$ cat config.mk
export PLATFORM = sky130hd
export DESIGN_NAME = pmem_loader_flat
export DESIGN_NICKNAME = d
export VERILOG_FILES = /design/src/rtl/pmem_loader_if.sv /design/src/rtl/pmem_loader.sv /design/src/flat_wrapper.sv
export SDC_FILE = /design/constraint.sdc
export NUM_CORES = 1
export LEC_CHECK = 0
export ABC_AREA = 1
export ABC_CLOCK_PERIOD_IN_PS = 2650
export CAP_MARGIN = 20
export CORE_MARGIN = 1
export CORE_UTILIZATION = 30
export CTS_CLUSTER_SIZE = 24
export DETAILED_ROUTE_END_ITERATION = 12
export PLACE_DENSITY_LB_ADDON = 0.2
export SLEW_MARGIN = 20
export SYNTH_ARGS = -nofsm -noshare
export SYNTH_HDL_FRONTEND = slang
export SYNTH_SLANG_ARGS = --single-unit
export TNS_END_PERCENT = 10
$ cat constraint.sdc
create_clock -name sysclk -period 2.65 [get_ports sysclk]
set_input_delay 0.6625 -clock sysclk [delete_from_list [all_inputs] [get_ports sysclk]]
set_output_delay 0.6625 -clock sysclk [all_outputs]
set_load 0.03 [all_outputs]
$ cat src/rtl/pmem_loader_if.sv
// -----------------------------------------------------------------------------
// pmem_loader_if
// Bundles the two buses of the program loader:
//   - byte stream from the source (UART RX / debug bridge):
//       in_valid  source -> loader   byte on in_data is valid
//       in_data   source -> loader   8-bit byte
//       in_ready  loader -> source   loader takes in_data this cycle
//   - program BRAM write port:
//       wr_addr   loader -> BRAM     word write address
//       wr_data   loader -> BRAM     32-bit write data
//       byte_w_en loader -> BRAM     per-byte write enables
// Modports:
//   master : the side that feeds bytes and watches the BRAM port (source/bench)
//   slave  : the loader itself
// -----------------------------------------------------------------------------
interface pmem_loader_if #(
   parameter int ADDR_WIDTH = 12
);
   logic                  in_valid;
   logic [7:0]            in_data;
   logic                  in_ready;
   logic [ADDR_WIDTH-1:0] wr_addr;
   logic [31:0]           wr_data;
   logic [3:0]            byte_w_en;

   modport master (
      output in_valid,
      output in_data,
      input  in_ready,
      input  wr_addr,
      input  wr_data,
      input  byte_w_en
   );

   modport slave (
      input  in_valid,
      input  in_data,
      output in_ready,
      output wr_addr,
      output wr_data,
      output byte_w_en
   );
endinterface

$ cat src/rtl/pmem_loader.sv
// -----------------------------------------------------------------------------
// pmem_loader
// Byte-stream program loader. Receives a frame
//    LEN_LO, LEN_HI, 4*N payload bytes (little-endian words), XOR checksum
// writes each assembled 32-bit word into the program BRAM starting at
// BASE_ADDR (wrapping modulo the BRAM depth), keeps the CPU in reset while
// loading and releases it only after a frame with a good checksum.
//
// Ports:
//   sysclk    in   system clock, rising edge
//   rst       in   asynchronous active-low reset
//   start     in   one-cycle pulse opening a load session (ignored while busy)
//   bus       slave modport of pmem_loader_if (byte stream + BRAM write port)
//   cpu_hold  out  high keeps the CPU in reset
//   busy      out  frame in progress
//   done      out  last frame loaded with good checksum (sticky)
//   err       out  last frame failed (sticky)
//
// All outputs are registers. in_ready is a decode of the registered state,
// so there is no combinational path from in_valid to in_ready.
// -----------------------------------------------------------------------------
module pmem_loader #(
   parameter int ADDR_WIDTH     = 12,
   parameter int BASE_ADDR      = 0,
   parameter int TIMEOUT_CYCLES = 1000000
) (
   input  logic         sysclk,
   input  logic         rst,
   input  logic         start,
   pmem_loader_if.slave bus,
   output logic         cpu_hold,
   output logic         busy,
   output logic         done,
   output logic         err
);

   localparam int                    CNT_W     = $clog2(TIMEOUT_CYCLES + 1);
   localparam logic [CNT_W-1:0]      TO_LAST   = CNT_W'(TIMEOUT_CYCLES - 1);
   localparam logic [16:0]           MAX_WORDS = 17'(1 << ADDR_WIDTH);
   localparam logic [ADDR_WIDTH-1:0] BASE      = ADDR_WIDTH'(BASE_ADDR);

   typedef enum logic [2:0] {
      ST_IDLE   = 3'd0,
      ST_LEN_LO = 3'd1,
      ST_LEN_HI = 3'd2,
      ST_DATA   = 3'd3,
      ST_CKSUM  = 3'd4,
      ST_DONE   = 3'd5,
      ST_ERR    = 3'd6
   } state_t;

   // Running frame checksum: XOR of all payload bytes.
   function automatic logic [7:0] csum_next(input logic [7:0] acc, input logic [7:0] b);
      return acc ^ b;
   endfunction

   state_t                state_r;
   state_t                state_nx_s;

   logic [7:0]            len_lo_r;
   logic [15:0]           len_r;
   logic [1:0]            byte_idx_r;
   logic [15:0]           word_idx_r;
   logic [23:0]           asm_r;
   logic [7:0]            acc_r;
   logic [CNT_W-1:0]      idle_cnt_r;

   logic                  in_ready_r;
   logic                  busy_r;
   logic                  done_r;
   logic                  err_r;
   logic                  cpu_hold_r;
   logic [ADDR_WIDTH-1:0] wr_addr_r;
   logic [31:0]           wr_data_r;
   logic [3:0]            byte_w_en_r;

   logic                  active_s;
   logic                  accept_s;
   logic                  start_take_s;
   logic                  timeout_s;
   logic [15:0]           len_s;
   logic                  word_done_s;
   logic                  last_word_s;
   logic                  in_ready_nx_s;
   logic                  done_nx_s;
   logic                  err_nx_s;
   logic                  hold_nx_s;

   assign bus.in_ready  = in_ready_r;
   assign bus.wr_addr   = wr_addr_r;
   assign bus.wr_data   = wr_data_r;
   assign bus.byte_w_en = byte_w_en_r;
   assign cpu_hold      = cpu_hold_r;
   assign busy          = busy_r;
   assign done          = done_r;
   assign err           = err_r;

   assign accept_s     = bus.in_valid && in_ready_r;
   assign start_take_s = start && ((state_r == ST_IDLE) || (state_r == ST_DONE) || (state_r == ST_ERR));
   assign timeout_s    = active_s && !accept_s && (idle_cnt_r == TO_LAST);
   assign len_s        = {bus.in_data, len_lo_r};
   assign word_done_s  = (state_r == ST_DATA) && accept_s && (byte_idx_r == 2'd3);
   assign last_word_s  = (word_idx_r == (len_r - 16'd1));

   // Frame states in which bytes are taken and the idle timer runs.
   always_comb begin
      active_s = 1'b0;
      case (state_r)
         ST_LEN_LO, ST_LEN_HI, ST_DATA, ST_CKSUM: active_s = 1'b1;
         default:                                 active_s = 1'b0;
      endcase
   end

   // Next-state logic and next values of the status outputs.
   always_comb begin
      state_nx_s    = state_r;
      in_ready_nx_s = 1'b0;
      done_nx_s     = 1'b0;
      err_nx_s      = 1'b0;
      hold_nx_s     = 1'b0;
      case (state_r)
         ST_IDLE, ST_DONE, ST_ERR: begin
            if (start_take_s) begin
               state_nx_s = ST_LEN_LO;
            end else begin
               state_nx_s = state_r;
            end
         end
         ST_LEN_LO: begin
            if (accept_s) begin
               state_nx_s = ST_LEN_HI;
            end else if (timeout_s) begin
               state_nx_s = ST_ERR;
            end else begin
               state_nx_s = ST_LEN_LO;
            end
         end
         ST_LEN_HI: begin
            if (accept_s) begin
               if (len_s == 16'd0) begin
                  state_nx_s = ST_CKSUM;
               end else if ({1'b0, len_s} > MAX_WORDS) begin
                  // Frame larger than the BRAM: reject before writing anything.
                  state_nx_s = ST_ERR;
               end else begin
                  state_nx_s = ST_DATA;
               end
            end else if (timeout_s) begin
               state_nx_s = ST_ERR;
            end else begin
               state_nx_s = ST_LEN_HI;
            end
         end
         ST_DATA: begin
            if (word_done_s && last_word_s) begin
               state_nx_s = ST_CKSUM;
            end else if (accept_s) begin
               state_nx_s = ST_DATA;
            end else if (timeout_s) begin
               state_nx_s = ST_ERR;
            end else begin
               state_nx_s = ST_DATA;
            end
         end
         ST_CKSUM: begin
            if (accept_s) begin
               if (bus.in_data == acc_r) begin
                  state_nx_s = ST_DONE;
               end else begin
                  state_nx_s = ST_ERR;
               end
            end else if (timeout_s) begin
               state_nx_s = ST_ERR;
            end else begin
               state_nx_s = ST_CKSUM;
            end
         end
         default: state_nx_s = ST_IDLE;
      endcase

      // Status follows the state being entered, so every output is a flop.
      case (state_nx_s)
         ST_LEN_LO, ST_LEN_HI, ST_DATA, ST_CKSUM: begin
            in_ready_nx_s = 1'b1;
            hold_nx_s     = 1'b1;
         end
         ST_DONE: begin
            done_nx_s = 1'b1;
         end
         ST_ERR: begin
            err_nx_s  = 1'b1;
            hold_nx_s = 1'b1;
         end
         default: begin
            in_ready_nx_s = 1'b0;
         end
      endcase
   end

   // State register.
   always_ff @(posedge sysclk or negedge rst) begin
      if (!rst) begin
         state_r <= ST_IDLE;
      end else begin
         state_r <= state_nx_s;
      end
   end

   // Registered handshake and status outputs.
   always_ff @(posedge sysclk or negedge rst) begin
      if (!rst) begin
         in_ready_r <= 1'b0;
         busy_r     <= 1'b0;
         done_r     <= 1'b0;
         err_r      <= 1'b0;
         cpu_hold_r <= 1'b0;
      end else begin
         in_ready_r <= in_ready_nx_s;
         busy_r     <= in_ready_nx_s;
         done_r     <= done_nx_s;
         err_r      <= err_nx_s;
         cpu_hold_r <= hold_nx_s;
      end
   end

   // Idle-cycle timer: cleared by start and by every accepted byte.
   always_ff @(posedge sysclk or negedge rst) begin
      if (!rst) begin
         idle_cnt_r <= '0;
      end else if (start_take_s || accept_s || !active_s) begin
         idle_cnt_r <= '0;
      end else begin
         idle_cnt_r <= idle_cnt_r + CNT_W'(1);
      end
   end

   // Length capture, lane assembly, checksum and word counter.
   always_ff @(posedge sysclk or negedge rst) begin
      if (!rst) begin
         len_lo_r   <= 8'd0;
         len_r      <= 16'd0;
         byte_idx_r <= 2'd0;
         word_idx_r <= 16'd0;
         asm_r      <= 24'd0;
         acc_r      <= 8'd0;
      end else if (start_take_s) begin
         byte_idx_r <= 2'd0;
         word_idx_r <= 16'd0;
         acc_r      <= 8'd0;
      end else if (accept_s && (state_r == ST_LEN_LO)) begin
         len_lo_r <= bus.in_data;
      end else if (accept_s && (state_r == ST_LEN_HI)) begin
         len_r <= len_s;
      end else if (accept_s && (state_r == ST_DATA)) begin
         acc_r      <= csum_next(acc_r, bus.in_data);
         byte_idx_r <= byte_idx_r + 2'd1;
         case (byte_idx_r)
            2'd0:    asm_r[7:0]   <= bus.in_data;
            2'd1:    asm_r[15:8]  <= bus.in_data;
            2'd2:    asm_r[23:16] <= bus.in_data;
            default: word_idx_r   <= word_idx_r + 16'd1;
         endcase
      end else begin
         acc_r <= acc_r;
      end
   end

   // BRAM write port: one-cycle pulse in the cycle after a word's 4th byte.
   always_ff @(posedge sysclk or negedge rst) begin
      if (!rst) begin
         wr_addr_r   <= '0;
         wr_data_r   <= 32'd0;
         byte_w_en_r <= 4'h0;
      end else if (word_done_s) begin
         wr_addr_r   <= BASE + word_idx_r[ADDR_WIDTH-1:0];
         wr_data_r   <= {bus.in_data, asm_r};
         byte_w_en_r <= 4'hF;
      end else begin
         byte_w_en_r <= 4'h0;
      end
   end

endmodule

$ cat src/flat_wrapper.sv
// flat-port wrapper written by rule: the top's interface ports become plain ports
module pmem_loader_flat 
#(
   parameter int ADDR_WIDTH     = 12,
   parameter int BASE_ADDR      = 0,
   parameter int TIMEOUT_CYCLES = 1000000
)
  (sysclk, rst, start, cpu_hold, busy, done, err, bus_in_valid, bus_in_data, bus_in_ready, bus_wr_addr, bus_wr_data, bus_byte_w_en);
  pmem_loader_if #(.ADDR_WIDTH(ADDR_WIDTH)) bus_i ();
  input  logic sysclk;
  input  logic rst;
  input  logic start;
  output logic cpu_hold;
  output logic busy;
  output logic done;
  output logic err;
  input wire logic [$bits(bus_i.in_valid)-1:0] bus_in_valid;
  input wire logic [$bits(bus_i.in_data)-1:0] bus_in_data;
  output wire logic [$bits(bus_i.in_ready)-1:0] bus_in_ready;
  output wire logic [$bits(bus_i.wr_addr)-1:0] bus_wr_addr;
  output wire logic [$bits(bus_i.wr_data)-1:0] bus_wr_data;
  output wire logic [$bits(bus_i.byte_w_en)-1:0] bus_byte_w_en;
  assign bus_i.in_valid = bus_in_valid;
  assign bus_i.in_data = bus_in_data;
  assign bus_in_ready = bus_i.in_ready;
  assign bus_wr_addr = bus_i.wr_addr;
  assign bus_wr_data = bus_i.wr_data;
  assign bus_byte_w_en = bus_i.byte_w_en;
  pmem_loader #(.ADDR_WIDTH(ADDR_WIDTH), .BASE_ADDR(BASE_ADDR), .TIMEOUT_CYCLES(TIMEOUT_CYCLES)) u_core (.sysclk(sysclk), .rst(rst), .start(start), .bus(bus_i), .cpu_hold(cpu_hold), .busy(busy), .done(done), .err(err));
endmodule
==> results of run 1 <==
[power breakdown]
part,internal (W),switching (W),leakage [nW]
Sequential,0.00268,0.000365,1.97
Combinational,0.000913,0.00163,1.96
Clock,0.00152,0.00106,0.306
[what timing repair did]
item,in CTS,in global routing
buffers inserted,0,0
resized for setup,0,2
setup endpoints to repair,0,2
[routing by layer]
layer | vias to the layer above | wire length (um) | track usage
li1 | 2907 | - | -
met1 | 2714 | 9307 | 0.2302
met2 | 75 | 7866 | 0.2398
met3 | 16 | 464 | 0.02583
met4 | 0 | 247 | 0.05462
met5 | - | 0 | 0
[state kept, by name (all words and copies together) (netlist names), 8 cells and up]
name,flops
u_core.word_idx_r,16
u_core.acc_r,8
u_core.asm_r,24
u_core.len_lo_r,8
u_core.idle_cnt_r,20
u_core.bus.wr_data,32
u_core.len_r,16
u_core.bus.wr_addr,12
[per-stage QoR]
step | hold WS (ns) | util | cell area (um2) | setup WS [ns] | TNS (ns)
5_1_grt | 0.2194 | 0.3860 | 8846 | 0.02786 | 0
2_1_floorplan | 0.3669 | - | 7078 | 0.6533 | 0
3_3_place_gp | 0.4559 | 0.3582 | 8208 | 0.02252 | 0
4_1_cts | 0.1996 | 0.3856 | 8836 | 0.1991 | 0
6_report | 0.1739 | 0.3860 | 8846 | 0.2718 | 0
3_5_place_dp | 0.4534 | 0.3582 | 8208 | -0.009473 | -0.01195
[layout by cell type (no fill, tap or decap), types with 3 or more instances in the layout]
master / synthesis / routed
nand2_1: 258 / 258
dfrtp_1: 146 / 146
inv_1: 92 / 92
o21ai_0: 82 / 82
clkdlybuf4s50_1: 0 / 63
nor2_1: 61 / 61
nand3_1: 28 / 28
a21oi_1: 27 / 27
buf_4: 4 / 22
xor2_1: 19 / 18
nand4_1: 17 / 17
clkbuf_16: 0 / 17
nor3_1: 16 / 16
nand2_2: 11 / 11
nor2_2: 9 / 9
xnor2_1: 7 / 7
ha_1: 8 / 7
nand3b_1: 5 / 5
a22oi_1: 5 / 5
inv_2: 4 / 4
nor2_4: 4 / 4
o21ai_1: 4 / 4
o21a_1: 4 / 4
inv_8: 0 / 4
nand3_2: 3 / 3
nor4_1: 3 / 3
bufinv_16: 0 / 3
[worst max path at each step]
| stage | start | endpoint | slack (ns) | cells past startpoint |
|---|---|---|---|---|
| 3_5_place_dp | bus_in_valid | u_core.cpu_hold | -0.009 | 16 |
| 4_1_cts | u_core.len_r[0] | u_core.cpu_hold | 0.20 | 15 |
| 6_report | u_core.len_r[0] | u_core.cpu_hold | 0.27 | 15 |
| 5_1_grt | u_core.len_r[0] | u_core.cpu_hold | 0.03 | 15 |
| 3_3_place_gp | bus_in_valid | u_core.cpu_hold | 0.02 | 16 |
| 2_1_floorplan | bus_in_valid | u_core.cpu_hold | 0.65 | 15 |
[area by class of cell]
class	count	area (um2)	share of cell area
timing repair buffer	88	847.1	0.09576
inverter	98	370.4	0.04187
sequential	146	3654	0.4130
clock inverter	14	198.9	0.02249
multi-input combinational	589	2955	0.3341
clock buffer	18	429.2	0.04851
tap	313	391.6	0.04427
[worst max-delay path: cells and delay by family, from the launching register on]
kind | cells | cell delay, ns
xor+xnor | 1 | 0.16
fa+ha+maj | 1 | 0.25
buf+inv | 1 | 0.16
flops | 1 | 0.41
simple gates | 12 | 1.28
[kinds of logic after synthesis]
family,Yosys count,synth area share
AOI/OAI and AO/OA,130,0.1001
xor gates and xnor gates,26,0.03217
buffers and inverters,122,0.06770
adders and majority gates,8,0.01414
and+or+nand+nor,425,0.2698
DFF,146,0.5162
==> impl_metrics.py, run 1 <==
metrics = {
    "final_layout": {
        "n_fill_cell": 2353,
        "final_layout_size_suffix_gt1_frac": 0.1049,
        "fin_cells": 1266,
        "syn2layout_area_growth_pct": 24.98,
        "nNetsFinal": 960,
        "antenna_cells": 0,
    },
    "clock_network": {
        "clock_sinks": 146,
        "cts_tree": "built",
        "clk_pin_slew_ns": 0.07,
        "cts_max_level": 4,
        "root_buffer": "clkbuf_16",
        "cts_buffers": 17,
        "hold_buffers": 0,
        "clock_latency_ns": 0.43,
        "clockBufferDepth": 2,
    },
    "yosys": {
        "yosysSeqAreaShare": 0.5162,
        "synthTopCellsByArea": "dfrtp_1 52%, nand2_1 14%, o21ai_0 5.8%, inv_1 4.9%, nor2_1 3.2%",
        "synth_cell_type_count": 41,
        "synth_area_leader_cell": "dfrtp_1",
        "syn-instance-count": 857,
        "synth_common_cells": "258 x nand2_1, 146 x dfrtp_1, 92 x inv_1",
        "ys.flop_type": "dfrtp_1",
        "synth.net_count": 877,
        "async_flop_share": 1.000,
        "ys_ff_latch": 146,
        "synth_most_common_cell": "nand2_1",
        "synth_area_um2": 7078,
        "synth-edff-count": 0,
        "yosysTopAreaCellShare": 0.5162,
        "syn_avg_cell_area_um2": 8.259,
        "yosysWarnings": 0,
    },
    "setup_path": {
        "worstReg2RegStart": "u_core.len_r[0]",
        "regToRegSetupSlack_ns": 0.27,
        "crit_top_cell": "nand2_1",
        "slowest_delay_ns": 0.41,
        "worstPathCellList": "inv_1 -> ha_2 -> nand2_1 -> nor2_2 -> nand2_1 -> xor2_2 -> nand2_1 -> nor2_2 -> nand3_1 -> nand2_1 -> nand2_2 -> nor2_1 -> nand2_1 -> nand2_1 -> nand2_1",
        "worstPathMaxFanout": 5,
        "start_kind": "flip-flop",
        "crit_slowest_cell": "dfrtp_1",
        "crit_required_ns": 2.95,
        "r2r_end": "u_core.cpu_hold",
        "critPathArrivalTime_ns": 2.68,
        "r2r_cells": 15,
        "crit_type": "flip-flop to flip-flop",
        "worstSetupEndpointType": "flip-flop",
    },
    "min_path": {
        "min_path_type": "input port to async pin",
    },
    "detailed_routing": {
        "antenna_left": 0,
        "routed_wl_mm": 17.89,
        "avgViaCountPerCell": 4.512,
        "first_pass_iters": 5,
        "vias": 5712,
        "drc_errors": 0,
        "initialDrtViolationCount": 351,
        "wl_per_cell_um": 14.13,
    },
    "sta": {
        "max_freq_mhz": 420.5,
        "hold_violations": 0,
        "period_needed_ns": 2.378,
        "finalMaxSlewViolations": 0,
        "finClkSkew_ns": 0.01284,
        "rsz0062_at_grt": "no",
        "setup_viol": 0,
        "slew_headroom": 0.6514,
        "fin_crit_sh": 0.8974,
        "worst_slew_pin_slew_ns": 0.5216,
    },
    "placed_design": {
        "dp_hpwl_mm": 13.02,
        "globalplace.congestion": 0.8679,
        "portBuffers": 64,
        "dp.cells": 1234,
    },
    "run": {
        "maxCapViolations": 0,
    },
    "floorplan": {
        "fp.dieArea_um2": 24210,
        "core-area_um2": 22920,
        "dieHeight_um": 155.6,
        "start_util": 0.3089,
        "die_x_um": 155.6,
        "ios": 65,
        "rows": 55,
    },
    "pwr": {
        "power_density_nw_per_um2": 923.7,
        "leakage_nw": 4.244,
        "finalPower_w": 0.008171,
        "vdd_drop_max_mv": 0.4877,
    },
    "global_route": {
        "grt_use_total": 0.1590,
        "grt_max_degree": 52,
        "grt_pass1_vias": 5524,
        "antenna_found_initial": 0,
        "overflow": 0,
        "grt_first_pass_wirelength_mm": 29.76,
    },
    "status": {
        "status": "finished, final reports clean",
    },
}
Power figures use the tool's default switching activity.
==> run 2: changes to the inputs <==
--- a/config.mk
+++ b/config.mk
@@ -8,12 +8,12 @@
 export ABC_AREA = 1
 export ABC_CLOCK_PERIOD_IN_PS = 2650
 export CAP_MARGIN = 20
+export CORE_ASPECT_RATIO = 1.2
 export CORE_MARGIN = 1
 export CORE_UTILIZATION = 30
 export CTS_CLUSTER_SIZE = 24
 export DETAILED_ROUTE_END_ITERATION = 12
 export PLACE_DENSITY_LB_ADDON = 0.2
-export SLEW_MARGIN = 20
 export SYNTH_ARGS = -nofsm -noshare
 export SYNTH_HDL_FRONTEND = slang
 export SYNTH_SLANG_ARGS = --single-unit
==> impl_metrics.py, run 2 (synthesized netlist as in run 1, its figures left out) <==
metrics = {
    "status": {
        "status": "finished, final reports clean",
    },
    "final_layout": {
        "largest_reg_flops": 32,
        "antenna_cells": 0,
        "final_layout_size_suffix_gt1_frac": 0.1076,
        "most-common-layout-cells": "258 x nand2_1, 146 x dfrtp_1, 92 x inv_1",
        "nNetsFinal": 964,
        "syn2layout_area_growth_pct": 24.91,
        "n_fill_cell": 2458,
        "layout_commonest_cell": "nand2_1",
    },
    "sta": {
        "fin_crit_sh": 0.8982,
        "slew_headroom": 0.6516,
        "period_needed_ns": 2.380,
        "rsz0062_at_grt": "no",
        "max_freq_mhz": 420.1,
        "setup_viol": 0,
        "hold_violations": 0,
        "finalMaxSlewViolations": 0,
        "finalSetupTns_ns": 0,
        "whs_ns": 0.1679,
        "worst_slew_pin_slew_ns": 0.5214,
        "finClkSkew_ns": 0.01071,
    },
    "setup_path": {
        "worst-path-buf-inv": 1,
        "worstSetupEndpointType": "flip-flop",
        "crit_type": "flip-flop to flip-flop",
        "crit_required_ns": 2.97,
        "cpLargestDelayFamily": "simple AND/OR/NAND/NOR gates",
        "crit_top_cell": "nand2_1",
        "r2r_end": "u_core.cpu_hold",
        "worstPathCellList": "inv_1 -> ha_1 -> nand2_1 -> nor2_2 -> nand2_1 -> xor2_2 -> nand2_1 -> nor2_2 -> nand3_1 -> nand2_1 -> nand2_2 -> nor2_1 -> nand2_1 -> nand2_1 -> nand2_1",
        "start_kind": "flip-flop",
        "regToRegSetupSlack_ns": 0.27,
        "startpoint": "u_core.len_r[0]",
        "crit_slowest_cell": "dfrtp_1",
        "r2r_cells": 15,
        "worstReg2RegStart": "u_core.len_r[0]",
        "path_depth": 15,
        "worstPathMaxFanout": 5,
        "slowest_delay_ns": 0.42,
        "crit_end": "u_core.cpu_hold",
        "critPathArrivalTime_ns": 2.70,
    },
    "clock_network": {
        "cts_max_level": 4,
        "root_buffer": "clkbuf_16",
        "cts_buffers": 17,
        "cts_tree": "built",
        "clockBufferDepth": 2,
        "clock_latency_ns": 0.43,
        "clk_pin_slew_ns": 0.07,
        "hold_buffers": 0,
        "clock_sinks": 146,
    },
    "global_route": {
        "overflow": 0,
        "grt_first_pass_wirelength_mm": 29.68,
        "grt_use_total": 0.1617,
        "grt_pass1_vias": 5491,
        "grt_max_degree": 66,
        "antenna_found_initial": 0,
    },
    "pwr": {
        "vdd_drop_max_mv": 0.4231,
        "leakage_nw": 4.240,
        "power_density_nw_per_um2": 901.6,
        "finalPower_w": 0.007971,
    },
    "run": {
        "maxCapViolations": 0,
    },
    "placed_design": {
        "dp_hpwl_mm": 13.25,
        "globalplace.congestion": 0.8443,
        "portBuffers": 64,
    },
    "floorplan": {
        "fp.dieArea_um2": 24210,
        "ios": 65,
        "core-area_um2": 23200,
        "dieHeight_um": 170.3,
        "die_x_um": 142.2,
        "start_util": 0.3051,
        "rows": 61,
    },
    "detailed_routing": {
        "vias": 5667,
        "initialDrtViolationCount": 325,
        "routed_wl_mm": 18.15,
        "drc_errors": 0,
        "first_pass_iters": 5,
        "wl_per_cell_um": 14.27,
        "antenna_left": 0,
        "avgViaCountPerCell": 4.455,
    },
    "min_path": {
        "min_path_type": "input port to async pin",
    },
}
[run 2: metal layers]
| layer | vias to the layer above | track usage | part of all wire |
|---|---|---|---|
| li1 | 2913 | - | - |
| met1 | 2667 | 0.2038 | 0.46 |
| met2 | 70 | 0.2756 | 0.50 |
| met3 | 17 | 0.02842 | 0.021 |
| met4 | 0 | 0.05891 | 0.015 |
| met5 | - | 0 | 0 |
[run 2: area by class of cell]
class                   instances  area [um2]  area share
clock buffers                  18       429.2     0.04854
clock inverters                14       138.9     0.01571
inverters                      98       370.4     0.04189
multi-input cells             589        2953      0.3340
flip-flops and latches        146        3654      0.4132
well taps                     315       394.1     0.04458
repair buffers                 92       902.1      0.1020
[run 2: repair_timing]
item                                   CTS  global route
endpoints found under the hold margin    0             0
setup endpoints to repair                0             1
gates resized for setup                  0             1
buffers inserted                         0             0
[run 2: worst reg2reg max path: cells and delay by family, from the launching register on]
kind	cells	cell delay (ns)
buf+inv	1	0.18
xor+xnor	1	0.20
flops	1	0.42
simple gates	12	1.20
fa+ha+maj	1	0.28
[run 2: how the worst min path moves through the flow]
| stage | end | slack [ns] |
|---|---|---|
| 2_1_floorplan | u_core.acc_r[0] | 0.37 |
| 6_report | u_core.bus.wr_data[31] | 0.17 |
| 3_3_place_gp | u_core.bus.wr_data[3] | 0.46 |
| 4_1_cts | u_core.bus.wr_addr[8] | 0.17 |
| 5_1_grt | u_core.bus.wr_data[19] | 0.18 |
| 3_5_place_dp | u_core.idle_cnt_r[0] | 0.46 |
[run 2: stage by stage]
stage	area, um2	std cells	utilization	setup WS, ns
after global placement	8265	1240	0.3562	0.04729
after global routing	8841	1272	0.3810	0.06071
after CTS	8833	1272	0.3807	0.2194
final	8841	1272	0.3810	0.2699
after detailed placement	8265	1240	0.3562	0.03696
after floorplan	7078	857	-	0.6533
[run 2: power breakdown]
group	leakage, nW	switching (W)	internal [W]
registers	1.97	0.000379	0.00268
logic	2.00	0.00163	0.000953
clock network	0.270	0.00108	0.00125
==> run 3: changes to the inputs <==
--- a/config.mk
+++ b/config.mk
@@ -10,7 +10,7 @@
 export CAP_MARGIN = 20
 export CORE_ASPECT_RATIO = 1.2
 export CORE_MARGIN = 1
-export CORE_UTILIZATION = 30
+export CORE_UTILIZATION = 35
 export CTS_CLUSTER_SIZE = 24
 export DETAILED_ROUTE_END_ITERATION = 12
 export PLACE_DENSITY_LB_ADDON = 0.2
==> impl_metrics.py, run 3 (synthesized netlist as in run 1, its figures left out) <==
metrics = {
    "final_layout": {
        "antenna_cells": 0,
        "final_layout_size_suffix_gt1_frac": 0.1095,
        "syn2layout_area_growth_pct": 24.04,
        "largest_reg_flops": 32,
        "nNetsFinal": 966,
        "most-common-layout-cells": "258 x nand2_1, 146 x dfrtp_1, 92 x inv_1",
        "layout_commonest_cell": "nand2_1",
        "fin_cells": 1220,
    },
    "placed_design": {
        "dp.cells": 1188,
        "globalplace.congestion": 0.8737,
        "dp_hpwl_mm": 12.98,
        "portBuffers": 64,
    },
    "sta": {
        "finalSetupTns_ns": 0,
        "setup_viol": 0,
        "hold_violations": 0,
        "rsz0062_at_grt": "no",
        "finalMaxSlewViolations": 0,
        "slew_headroom": 0.6631,
        "max_freq_mhz": 426.6,
        "period_needed_ns": 2.344,
        "fin_crit_sh": 0.8846,
        "whs_ns": 0.1765,
        "finClkSkew_ns": 0.009455,
        "worst_slew_pin_slew_ns": 0.5054,
    },
    "global_route": {
        "antenna_found_initial": 0,
        "grt_pass1_vias": 5519,
        "grt_max_degree": 51,
        "grt_use_total": 0.1797,
        "grt_first_pass_wirelength_mm": 28.84,
        "overflow": 0,
    },
    "pwr": {
        "leakage_nw": 4.260,
        "power_density_nw_per_um2": 917.3,
        "vdd_drop_max_mv": 0.5565,
    },
    "setup_path": {
        "crit_type": "flip-flop to flip-flop",
        "crit_top_cell": "nand2_1",
        "worstReg2RegStart": "u_core.len_r[0]",
        "worstPathMaxFanout": 5,
        "worstPathCellList": "inv_1 -> ha_1 -> nand2_1 -> nor2_2 -> nand2_1 -> xor2_1 -> nand2_1 -> nor2_2 -> nand3_1 -> nand2_1 -> nand2_2 -> nor2_1 -> nand2_1 -> nand2_1 -> nand2_1",
        "crit_slowest_cell": "dfrtp_1",
        "r2r_cells": 15,
        "slowest_delay_ns": 0.43,
        "start_kind": "flip-flop",
        "cpLargestDelayFamily": "simple AND/OR/NAND/NOR gates",
        "critPathArrivalTime_ns": 2.66,
        "crit_required_ns": 2.97,
        "r2r_end": "u_core.cpu_hold",
        "worstSetupEndpointType": "flip-flop",
        "worst-path-buf-inv": 1,
        "regToRegSetupSlack_ns": 0.31,
    },
    "clock_network": {
        "cts_tree": "built",
        "cts_buffers": 17,
        "cts_max_level": 4,
        "root_buffer": "clkbuf_16",
        "clock_latency_ns": 0.43,
        "hold_buffers": 0,
        "cts_setup_buffers": 0,
        "clock_sinks": 146,
        "cts_resized": 0,
        "clk_pin_slew_ns": 0.07,
        "clockBufferDepth": 2,
    },
    "floorplan": {
        "core-area_um2": 19690,
        "ios": 65,
        "rows": 56,
        "fp.dieArea_um2": 20800,
        "start_util": 0.3595,
        "dieHeight_um": 157.8,
        "die_x_um": 131.8,
    },
    "run": {
        "maxCapViolations": 0,
    },
    "detailed_routing": {
        "routed_wl_mm": 17.72,
        "initialDrtViolationCount": 341,
        "antenna_left": 0,
        "first_pass_iters": 7,
        "drc_errors": 0,
        "vias": 5670,
        "wl_per_cell_um": 14.53,
        "avgViaCountPerCell": 4.648,
    },
    "min_path": {
        "min_path_type": "input port to async pin",
    },
    "status": {
        "status": "finished, final reports clean",
    },
}
[run 3: per-layer routing]
metal / up-vias / global-route usage / routed length, um
met1: 2667 / 0.2238 / 8220
met3: 12 / 0.03170 / 455
met2: 67 / 0.3154 / 8807
li1: 2924 / - / -
met4: 0 / 0.05925 / 240
met5: - / 0 / 0
[run 3: how the worst max path moves through the flow]
stage	from	to	cells after the start
6_report	u_core.len_r[0]	u_core.cpu_hold	15
5_1_grt	u_core.len_r[0]	u_core.cpu_hold	15
4_1_cts	u_core.len_r[0]	u_core.cpu_hold	15
3_5_place_dp	bus_in_valid	u_core.cpu_hold	16
3_3_place_gp	bus_in_valid	u_core.cpu_hold	16
2_1_floorplan	bus_in_valid	u_core.cpu_hold	15
[run 3: final cells by class]
type,instances,area (um2)
clock buffers,17,425.4
clock inverters,15,178.9
fillers,1997,10910
inverters,98,370.4
multi-input cells,589,2945
flip-flops and latches,146,3654
well taps,261,326.6
repair buffers,94,879.6
[run 3: report_power, final]
| group | total, W | switching, W | internal (W) |
|---|---|---|---|
| clock | 0.00245 | 0.00110 | 0.00135 |
| sequential | 0.00307 | 0.000388 | 0.00268 |
| combinational | 0.00254 | 0.00161 | 0.000935 |
[run 3: per-stage QoR]
| step | power, W | setup slack, ns | utilization | cell area, um2 |
|---|---|---|---|---|
| floorplan | 0.004828 | 0.6533 | - | 7078 |
| global placement | 0.005635 | 0.08064 | 0.4152 | 8175 |
| detailed placement | 0.005651 | 0.03127 | 0.4152 | 8175 |
| CTS | 0.008131 | 0.2801 | 0.4459 | 8780 |
| global route | 0.008607 | 0.02950 | 0.4459 | 8780 |
| finish | 0.008054 | 0.3058 | 0.4459 | 8780 |
